`config.mk`:
```
export PLATFORM = sky130hd
export DESIGN_NAME = primitive_edge_controller
export DESIGN_NICKNAME = d
export VERILOG_FILES = /design/src/rtl/defines_package.sv /design/src/rtl/fb_clear_walker.sv /design/src/rtl/primitive_edge_controller.sv
export SDC_FILE = /design/constraint.sdc
export NUM_CORES = 1
export LEC_CHECK = 0
export BUFFER_PORTS_ARGS = -buffer_cell sky130_fd_sc_hd__buf_2
export CELL_PAD_IN_SITES_DETAIL_PLACEMENT = 1
export CELL_PAD_IN_SITES_GLOBAL_PLACEMENT = 2
export CORE_MARGIN = 2
export CORE_UTILIZATION = 39
export CTS_CLUSTER_DIAMETER = 100
export DETAILED_ROUTE_END_ITERATION = 10
export GPL_TIMING_DRIVEN = 1
export PLACE_DENSITY = 0.91
export SYNTH_ARGS = -nofsm -noshare
export SYNTH_HDL_FRONTEND = slang
export SYNTH_HIERARCHICAL = 1
export SYNTH_SLANG_ARGS = --single-unit
```
`constraint.sdc`:
```
create_clock -name clk -period 7.3 [get_ports clk]
set_clock_uncertainty 0.15 [all_clocks]
set_input_delay 1.825 -clock clk [delete_from_list [all_inputs] [get_ports clk]]
set_output_delay 1.825 -clock clk [all_outputs]
set_load 0.03 [all_outputs]
```
`src/rtl/defines_package.sv`:
```
// -----------------------------------------------------------------------------
// defines_package
// Shared types for the polygon edge controller:
//   COORD_W   - width of one vertex coordinate
//   Point2D   - packed {x, y} vertex
//   EdgeState - controller state encoding (IDLE, CLEAR, SETUP, DRAW, DONE)
// -----------------------------------------------------------------------------
package defines_package;

  localparam int COORD_W = 16;

  typedef struct packed {
    logic [COORD_W-1:0] x;
    logic [COORD_W-1:0] y;
  } Point2D;

  typedef enum logic [2:0] {
    ST_IDLE  = 3'd0,
    ST_CLEAR = 3'd1,
    ST_SETUP = 3'd2,
    ST_DRAW  = 3'd3,
    ST_DONE  = 3'd4
  } EdgeState;

endpackage

```
`src/rtl/fb_clear_walker.sv`:
```
// -----------------------------------------------------------------------------
// fb_clear_walker
// Walks a linear framebuffer address from 0 to FB_W*FB_H-1, issuing one clear
// write per accepted cycle.
//   clk, n_rst - clock, asynchronous active-low reset
//   start      - one-cycle pulse that (re)starts the walk at address 0
//   ready      - framebuffer accepts the write this cycle
//   we         - clear write valid (high for the whole walk)
//   addr       - current linear address, held while ready is low
//   done       - one-cycle pulse when the final address is accepted
// Instantiated by primitive_edge_controller only when RASTER_CLEAR_EN is
// defined.
// -----------------------------------------------------------------------------
module fb_clear_walker #(
  parameter int FB_W   = 640,
  parameter int FB_H   = 480,
  parameter int ADDR_W = $clog2(FB_W * FB_H)
) (
  input  logic              clk,
  input  logic              n_rst,
  input  logic              start,
  input  logic              ready,
  output logic              we,
  output logic [ADDR_W-1:0] addr,
  output logic              done
);

  localparam logic [ADDR_W-1:0] LAST_ADDR = ADDR_W'(FB_W * FB_H - 1);

  logic              active_q;
  logic [ADDR_W-1:0] addr_q;
  logic              fire;
  logic              at_last;

  assign fire    = active_q && ready;
  assign at_last = (addr_q == LAST_ADDR);

  // NOTE: sequential state is written with non-blocking assignments so every
  // register samples the pre-edge values, independent of statement order.
  always_ff @(posedge clk or negedge n_rst) begin
    if (!n_rst) begin
      active_q <= 1'b0;
      addr_q   <= '0;
    end else if (start) begin
      active_q <= 1'b1;
      addr_q   <= '0;
    end else if (fire) begin
      if (at_last) begin
        active_q <= 1'b0;
        addr_q   <= '0;
      end else begin
        addr_q <= addr_q + ADDR_W'(1);
      end
    end
  end

  assign we   = active_q;
  assign addr = addr_q;
  assign done = fire && at_last;

endmodule

```
`src/rtl/primitive_edge_controller.sv`:
```
// -----------------------------------------------------------------------------
// primitive_edge_controller
// Sequences the edges of a closed polygon into a Bresenham line drawer,
// optionally clearing the framebuffer first.
//   clk, n_rst   - clock, asynchronous active-low reset
//   start        - request to process a polygon (honoured only in IDLE)
//   verts        - vertex list, latched on the accepted start
//   vert_count   - number of valid vertices (clamped to MAX_VERTS)
//   bresen_done  - line drawer finished the current edge (used in DRAW only)
//   clr_ready    - framebuffer accepts a clear write
//   p, q         - current edge endpoints (zero outside SETUP/DRAW)
//   bresen_start - one-cycle launch pulse for the line drawer
//   edge_idx     - index of the edge in flight
//   clr_we       - clear write valid
//   clr_addr     - linear clear address
//   busy         - controller is not idle
//   done         - one-cycle completion pulse
// Build option: define RASTER_CLEAR_EN to add the CLEAR state and the
// framebuffer clear walker; otherwise clr_we and clr_addr are tied to 0.
// -----------------------------------------------------------------------------
module primitive_edge_controller
  import defines_package::*;
#(
  parameter int MAX_VERTS = 8,
  parameter int FB_W      = 640,
  parameter int FB_H      = 480
) (
  input  logic                             clk,
  input  logic                             n_rst,
  input  logic                             start,
  input  Point2D [MAX_VERTS-1:0]           verts,
  input  logic [$clog2(MAX_VERTS+1)-1:0]   vert_count,
  input  logic                             bresen_done,
  input  logic                             clr_ready,
  output Point2D                           p,
  output Point2D                           q,
  output logic                             bresen_start,
  output logic [$clog2(MAX_VERTS)-1:0]     edge_idx,
  output logic                             clr_we,
  output logic [$clog2(FB_W*FB_H)-1:0]     clr_addr,
  output logic                             busy,
  output logic                             done
);

  localparam int CNT_W  = $clog2(MAX_VERTS + 1);
  localparam int IDX_W  = $clog2(MAX_VERTS);
  localparam int ADDR_W = $clog2(FB_W * FB_H);

  EdgeState               state_q, state_d;
  logic [IDX_W-1:0]       idx_q, idx_d;
  logic [CNT_W-1:0]       n_q, n_d;
  Point2D [MAX_VERTS-1:0] v_q;
  logic                   latch_en;

  logic [CNT_W-1:0]       n_in;
  logic [CNT_W-1:0]       n_m1;
  logic [CNT_W-1:0]       idx_inc;
  logic [IDX_W-1:0]       last_idx;
  logic [IDX_W-1:0]       q_idx;
  logic                   in_edge;

  // Clamp the requested vertex count to the storage size.
  assign n_in = (vert_count > CNT_W'(MAX_VERTS)) ? CNT_W'(MAX_VERTS) : vert_count;

  // A two-vertex polygon is a single segment drawn once; otherwise the last
  // edge is the closing edge n-1 -> 0.
  assign n_m1     = n_q - CNT_W'(1);
  assign last_idx = (n_q == CNT_W'(2)) ? '0 : n_m1[IDX_W-1:0];

  // End-point index wraps to the latched vertex 0 on the closing edge.
  assign idx_inc = CNT_W'(idx_q) + CNT_W'(1);
  assign q_idx   = (idx_inc >= n_q) ? '0 : idx_inc[IDX_W-1:0];

`ifdef RASTER_CLEAR_EN
  logic              clr_start;
  logic              clr_done;
  logic [ADDR_W-1:0] walker_addr;
  logic              walker_we;

  fb_clear_walker #(
    .FB_W  (FB_W),
    .FB_H  (FB_H),
    .ADDR_W(ADDR_W)
  ) u_clear (
    .clk  (clk),
    .n_rst(n_rst),
    .start(clr_start),
    .ready(clr_ready),
    .we   (walker_we),
    .addr (walker_addr),
    .done (clr_done)
  );

  assign clr_we   = walker_we;
  assign clr_addr = walker_addr;
`else
  // Without the clear feature the ready input has no consumer.
  logic unused_clr_ready;
  assign unused_clr_ready = clr_ready;

  assign clr_we   = 1'b0;
  assign clr_addr = '0;
`endif

  // NOTE: every signal written here gets a default first, so no path leaves
  // a value unassigned and no latch is inferred.
  always_comb begin
    state_d  = state_q;
    idx_d    = idx_q;
    n_d      = n_q;
    latch_en = 1'b0;
`ifdef RASTER_CLEAR_EN
    clr_start = 1'b0;
`endif
    case (state_q)
      ST_IDLE: begin
        if (start) begin
          latch_en = 1'b1;
          idx_d    = '0;
          n_d      = n_in;
          if (n_in < CNT_W'(2)) begin
            state_d = ST_DONE;
          end else begin
`ifdef RASTER_CLEAR_EN
            clr_start = 1'b1;
            state_d   = ST_CLEAR;
`else
            state_d   = ST_SETUP;
`endif
          end
        end
      end
`ifdef RASTER_CLEAR_EN
      ST_CLEAR: begin
        if (clr_done) state_d = ST_SETUP;
      end
`endif
      ST_SETUP: begin
        state_d = ST_DRAW;
      end
      ST_DRAW: begin
        if (bresen_done) begin
          if (idx_q == last_idx) begin
            state_d = ST_DONE;
          end else begin
            idx_d   = idx_q + IDX_W'(1);
            state_d = ST_SETUP;
          end
        end
      end
      ST_DONE: begin
        state_d = ST_IDLE;
      end
      default: begin
        state_d = ST_IDLE;
      end
    endcase
  end

  always_ff @(posedge clk or negedge n_rst) begin
    if (!n_rst) begin
      state_q <= ST_IDLE;
      idx_q   <= '0;
      n_q     <= '0;
    end else begin
      state_q <= state_d;
      idx_q   <= idx_d;
      n_q     <= n_d;
    end
  end

  // NOTE: the vertex store is small and must read back as zero after reset,
  // so unlike a RAM it sits inside the reset branch.
  always_ff @(posedge clk or negedge n_rst) begin
    if (!n_rst) begin
      v_q <= '0;
    end else if (latch_en) begin
      v_q <= verts;
    end
  end

  // Outputs decode straight from state so reset clears them without a clock.
  assign in_edge      = (state_q == ST_SETUP) || (state_q == ST_DRAW);
  assign p            = in_edge ? v_q[idx_q] : '0;
  assign q            = in_edge ? v_q[q_idx] : '0;
  assign bresen_start = (state_q == ST_SETUP);
  assign edge_idx     = idx_q;
  assign busy         = (state_q != ST_IDLE);
  assign done         = (state_q == ST_DONE);

endmodule

```
== Yosys cells after proc, flatten, opt, wreduce, memory -nomap -nowiden ==
Cells that the tools add are included.
Word-level totals
  register bits: 266
  input bits: 265
  output and inout bits: 90
  word-level logic and storage cells: 62
Cells by class
  $add $sub $neg: 3
  $lt $le $gt $ge: 5
  equality and inequality tests: 8
  mux-type cells: 20
  reductions and logical operators: 7
Operators by type and width (count)
  binary-select mux 32 bit (select 3 bit): 2
  2-to-1 mux 32 bit: 4
  2-to-1 mux 3 bit: 9
  case mux 3 bit (3 select lines): 1
  < comparator 3 x 4 -> 1 bit, second input constant: 2
  equality test 3 x 2 -> 1 bit, second input constant: 2
  != test 2 bit, second input constant: 3
  case mux 3 bit (2 select lines): 1
  adder 3 x 1 -> 4 bit, second input constant: 1
  equality test 4 x 2 -> 1 bit, second input constant: 1
  greater-or-equal comparator 4 bit: 1
  greater-than comparator 4 bit, second input constant: 1
  < comparator 4 x 2 -> 1 bit, second input constant: 1
  2-to-1 mux 4 bit: 1
  AND reduction 2 bit: 2
  AND reduction 4 bit: 1
  adder 3 x 1 -> 3 bit, second input constant: 1
  equality test 3 bit: 1
  equality test 3 bit, second input constant: 1
  zero test 3 bit: 1
  nonzero test 3 bit: 1
  subtractor 3 x 1 -> 3 bit, second input constant: 1
  2-to-1 mux 1 bit: 2
  nonzero test 2 bit: 1
  logical OR 1 bit: 1

== Depth between registers and ports, before layout ==
  word-level depth: 6
  gate-level depth with buffers: 12
  mapped depth without buffers: 8

== Least setup slack after synthesis ==
Ideal clock, no wire load.
  path type: flip-flop to output port
  start point: reg idx_q[2], in the netlist edge_idx[2]
  end point: out q[27] in the netlist's numbering
  arrival: 3271 ps
  required time: 5325 ps
  setup slack: 2054 ps
  cell stages (with the launch flop): 12
  cells stage by stage: dfrtp_1 > buf_1 > clkbuf_1 > and3_1 > ha_1 > a21oi_1 > o21ai_1 > or3_1 > clkbuf_1 > buf_1 > a211oi_1 > a221o_1
RTL lines
  start, declared: line primitive_edge_controller.sv:50  | logic [IDX_W-1:0] idx_q, idx_d;
  start signal, assigned: line primitive_edge_controller.sv:167  | idx_q <= idx_d;
  end, declared: line primitive_edge_controller.sv:36  | output Point2D q,

==> results.json <==
{
  "rsz0062_at_grt": "no",
  "synth_compound_area_share_pct": 7.969,
  "setup_viol": 0,
  "vias": 10570,
  "wire_per_inst_um": 23.34,
  "period_minus_slack_ps": 6560,
  "synth_simple_gate_area_share_pct": 3.350,
  "start_kind": "register",
  "cts_tree": "done",
  "cts.reportedPaths.clkPinSlew_ps": 60,
  "synth.area.top_cells": "dfrtp_1 (46%), mux2_2 (18%), mux4_2 (10%)",
  "synthCells": 1073,
  "start_util_pct": 39.47,
  "postRouteAntennaNets": 0,
  "root_buffer": "clkbuf_16",
  "dr.pass1.iters": 5,
  "die_area_um2": 38430,
  "layout_worst_path_cycle_share_pct": 89.86,
  "worstMarginPinSlew_ps": 1143,
  "clock.fmax_ghz": 0.1524,
  "cts-resized-gates": 0,
  "yosys.area.top_type": "dfrtp_1",
  "die_w_um": 196.0,
  "muxShareOfSynthArea_pct": 36.84,
  "grt_pass1_vias": 11550,
  "ys_ff_latch": 266,
  "yosysTopAreaCellShare_pct": 46.29,
  "overflow": 0,
  "hp-class": "reg2reg",
  "clkLatencyLatePin_ps": 560,
  "ios": 355,
  "place.detailed.hpwl_mm": 29.24,
  "total_power_mw": 10.43,
  "power_switching_mw": 4.746,
  "post_cts_buffers": 0,
  "drt_iter0_markers": 478,
  "synth_area_per_cell_um2": 13.40,
  "tns_ps": 0,
  "synth_cell_types": 41,
  "synth_ff_type": "dfrtp_1",
  "area_delta_synth_final_pct": 20.70,
  "fin_nets": 1633,
  "combPwrFrac_pct": 56.9,
  "antenna_found_initial": 16,
  "finalHoldViolCount": 0,
  "synth_edf_count": 0,
  "pwr_density_cell_nw_per_um2": 600.8,
  "clock-sinks": 266,
  "seq_power_share_pct": 27.9,
  "cp_max_fo": 60,
  "grtUsageTotal_pct": 22.65,
  "grt_max_degree": 145,
  "drv_cap": 0,
  "synth_top_family_by_area": "multiplexers",
  "whs_ps": 358.4,
  "crit_required_ps": 5330,
  "multi_input_area_um2": 7166,
  "yosysWarningCount": 6,
  "drcViolationCount": 0,
  "synthAdderAreaFrac_pct": 0.6090,
  "port_buffers": 333,
  "p_clk_share_pct": 15.3,
  "max_slew_margin_pct": 23.80,
  "synthArstFlopShare_pct": 100.0,
  "switching_share_pct": 45.50,
  "n_fill_cell": 3884,
  "drive_above_1_share_pct": 50.83,
  "p_leak_nw": 7.504,
  "final_util_pct": 47.64,
  "rows": 70,
  "synth_xor_area_share_pct": 0.2958,
  "ys_seq_area_share_pct": 46.29,
  "irDropWorstVdd_uv": 408.1,
  "syn_area_um2": 14380,
  "cp.arrival_ps": 4580,
  "p_int_mw": 5.683,
  "place.gp.congestion": 0.7912,
  "coreArea_um2": 36430,
  "drt-total-wl_mm": 43.45,
  "crit_type": "reg2out",
  "outcome": "finished, final reports clean",
  "ctsLongestPathBuffers": 3,
  "ctsHoldBuffers": 0,
  "cp-end-kind": "output port",
  "grt_pass1_wl_mm": 67.68,
  "ctsHtreeMaxLevel": 1,
  "seq_area_um2": 6665,
  "cts_buffers": 30,
  "maxSlewViolCount": 0,
  "synthTopCellsByCount": "dfrtp_1 (266), mux2_2 (229), mux2i_1 (95)",
  "routed_via_density": 5.682,
  "die_h_um": 196.0,
  "yosysMostFrequentCell": "dfrtp_1"
}
==> power groups by stage <==
stage               combinational, mW  sequential (mW)  clock, mW
floorplan                        4.42             2.63          0
finish                           5.93             2.91       1.59
global route                     6.35             3.02       1.68
CTS                              5.99             2.90       1.63
global placement                 5.82             2.86          0
detailed placement               5.95             2.92          0
==> cell usage in the layout (no fill, tap or decap), types with 27 or more instances in the layout <==
cell and n:
a221o_1 31, nand3_1 34, buf_2 332, clkbuf_16 31
o21ai_0 40, mux4_2 65, mux2_1 27, a211oi_1 31
a221oi_1 32, nor2_1 42, mux2_2 229, mux2i_1 95
dfrtp_1 263
==> sequential cells by signal, summed over array words and instances (netlist names) <==
register and count:
v_q 256, n_q 4, edge_idx 3, state_q 3
==> per-stage QoR <==
stage               std cells  setup WS [ps]  instance area [um2]
floorplan                1092           2054                14450
global placement         1797           1416                16300
detailed placement       1797           1239                16300
CTS                      1851          597.0                17330
global route             1859          472.1                17350
finish                   1861          740.4                17360
==> worst max-delay path, stage by stage (launching register included) <==
cell and delay, ps:
dfrtp_4 780, ha_1 400, xor2_4 180, buf_4 660
o211a_2 1090, a221oi_1 130, a211oi_1 360, a221o_1 190
buf_2 200
==> cells by family (layout without fill, tap and decap cells) <==
logic type	Yosys count	after routing
AOI/OAI and AO/OA	152	152
xor gates and xnor gates	4	4
adders and majority gates	7	7
buffers and inverters	123	414
DFF	266	266
muxes	416	416
other	1	30
and+or+nand+nor	104	104
==> per-layer routing <==
metal	part of all wire [%]	GRT usage (%)
met5	0.16	0
met4	2.9	7.379
met3	5.7	4.693
met2	50	38.36
met1	42	29.12
==> cell type report <==
type | instances | area share (%)
multi-input combinational | 703 | 41.28
inverter | 9 | 0.1946
clock buffer | 49 | 5.377
clock inverter | 5 | 0.5767
tap | 468 | 3.373
timing repair buffer | 351 | 10.65
sequential | 266 | 38.40
antenna | 10 | 0.1442
==> worst paths after layout <==
path | startpoint | end | slack (ps) | cells past startpoint
max in group asynchronous | n_rst | v_q[13] | 4420 | 2
worst max register to register | state_q[1] | v_q[232] | 4670 | 4
worst min-delay path | v_q[223] | v_q[223] | 360 | 1
worst min register to register | v_q[223] | v_q[223] | 360 | 1
min in group asynchronous | n_rst | v_q[156] | 1150 | 1
worst max-delay path | edge_idx[1] | q[10] | 740 | 8
(Power assumes the default switching activity.)
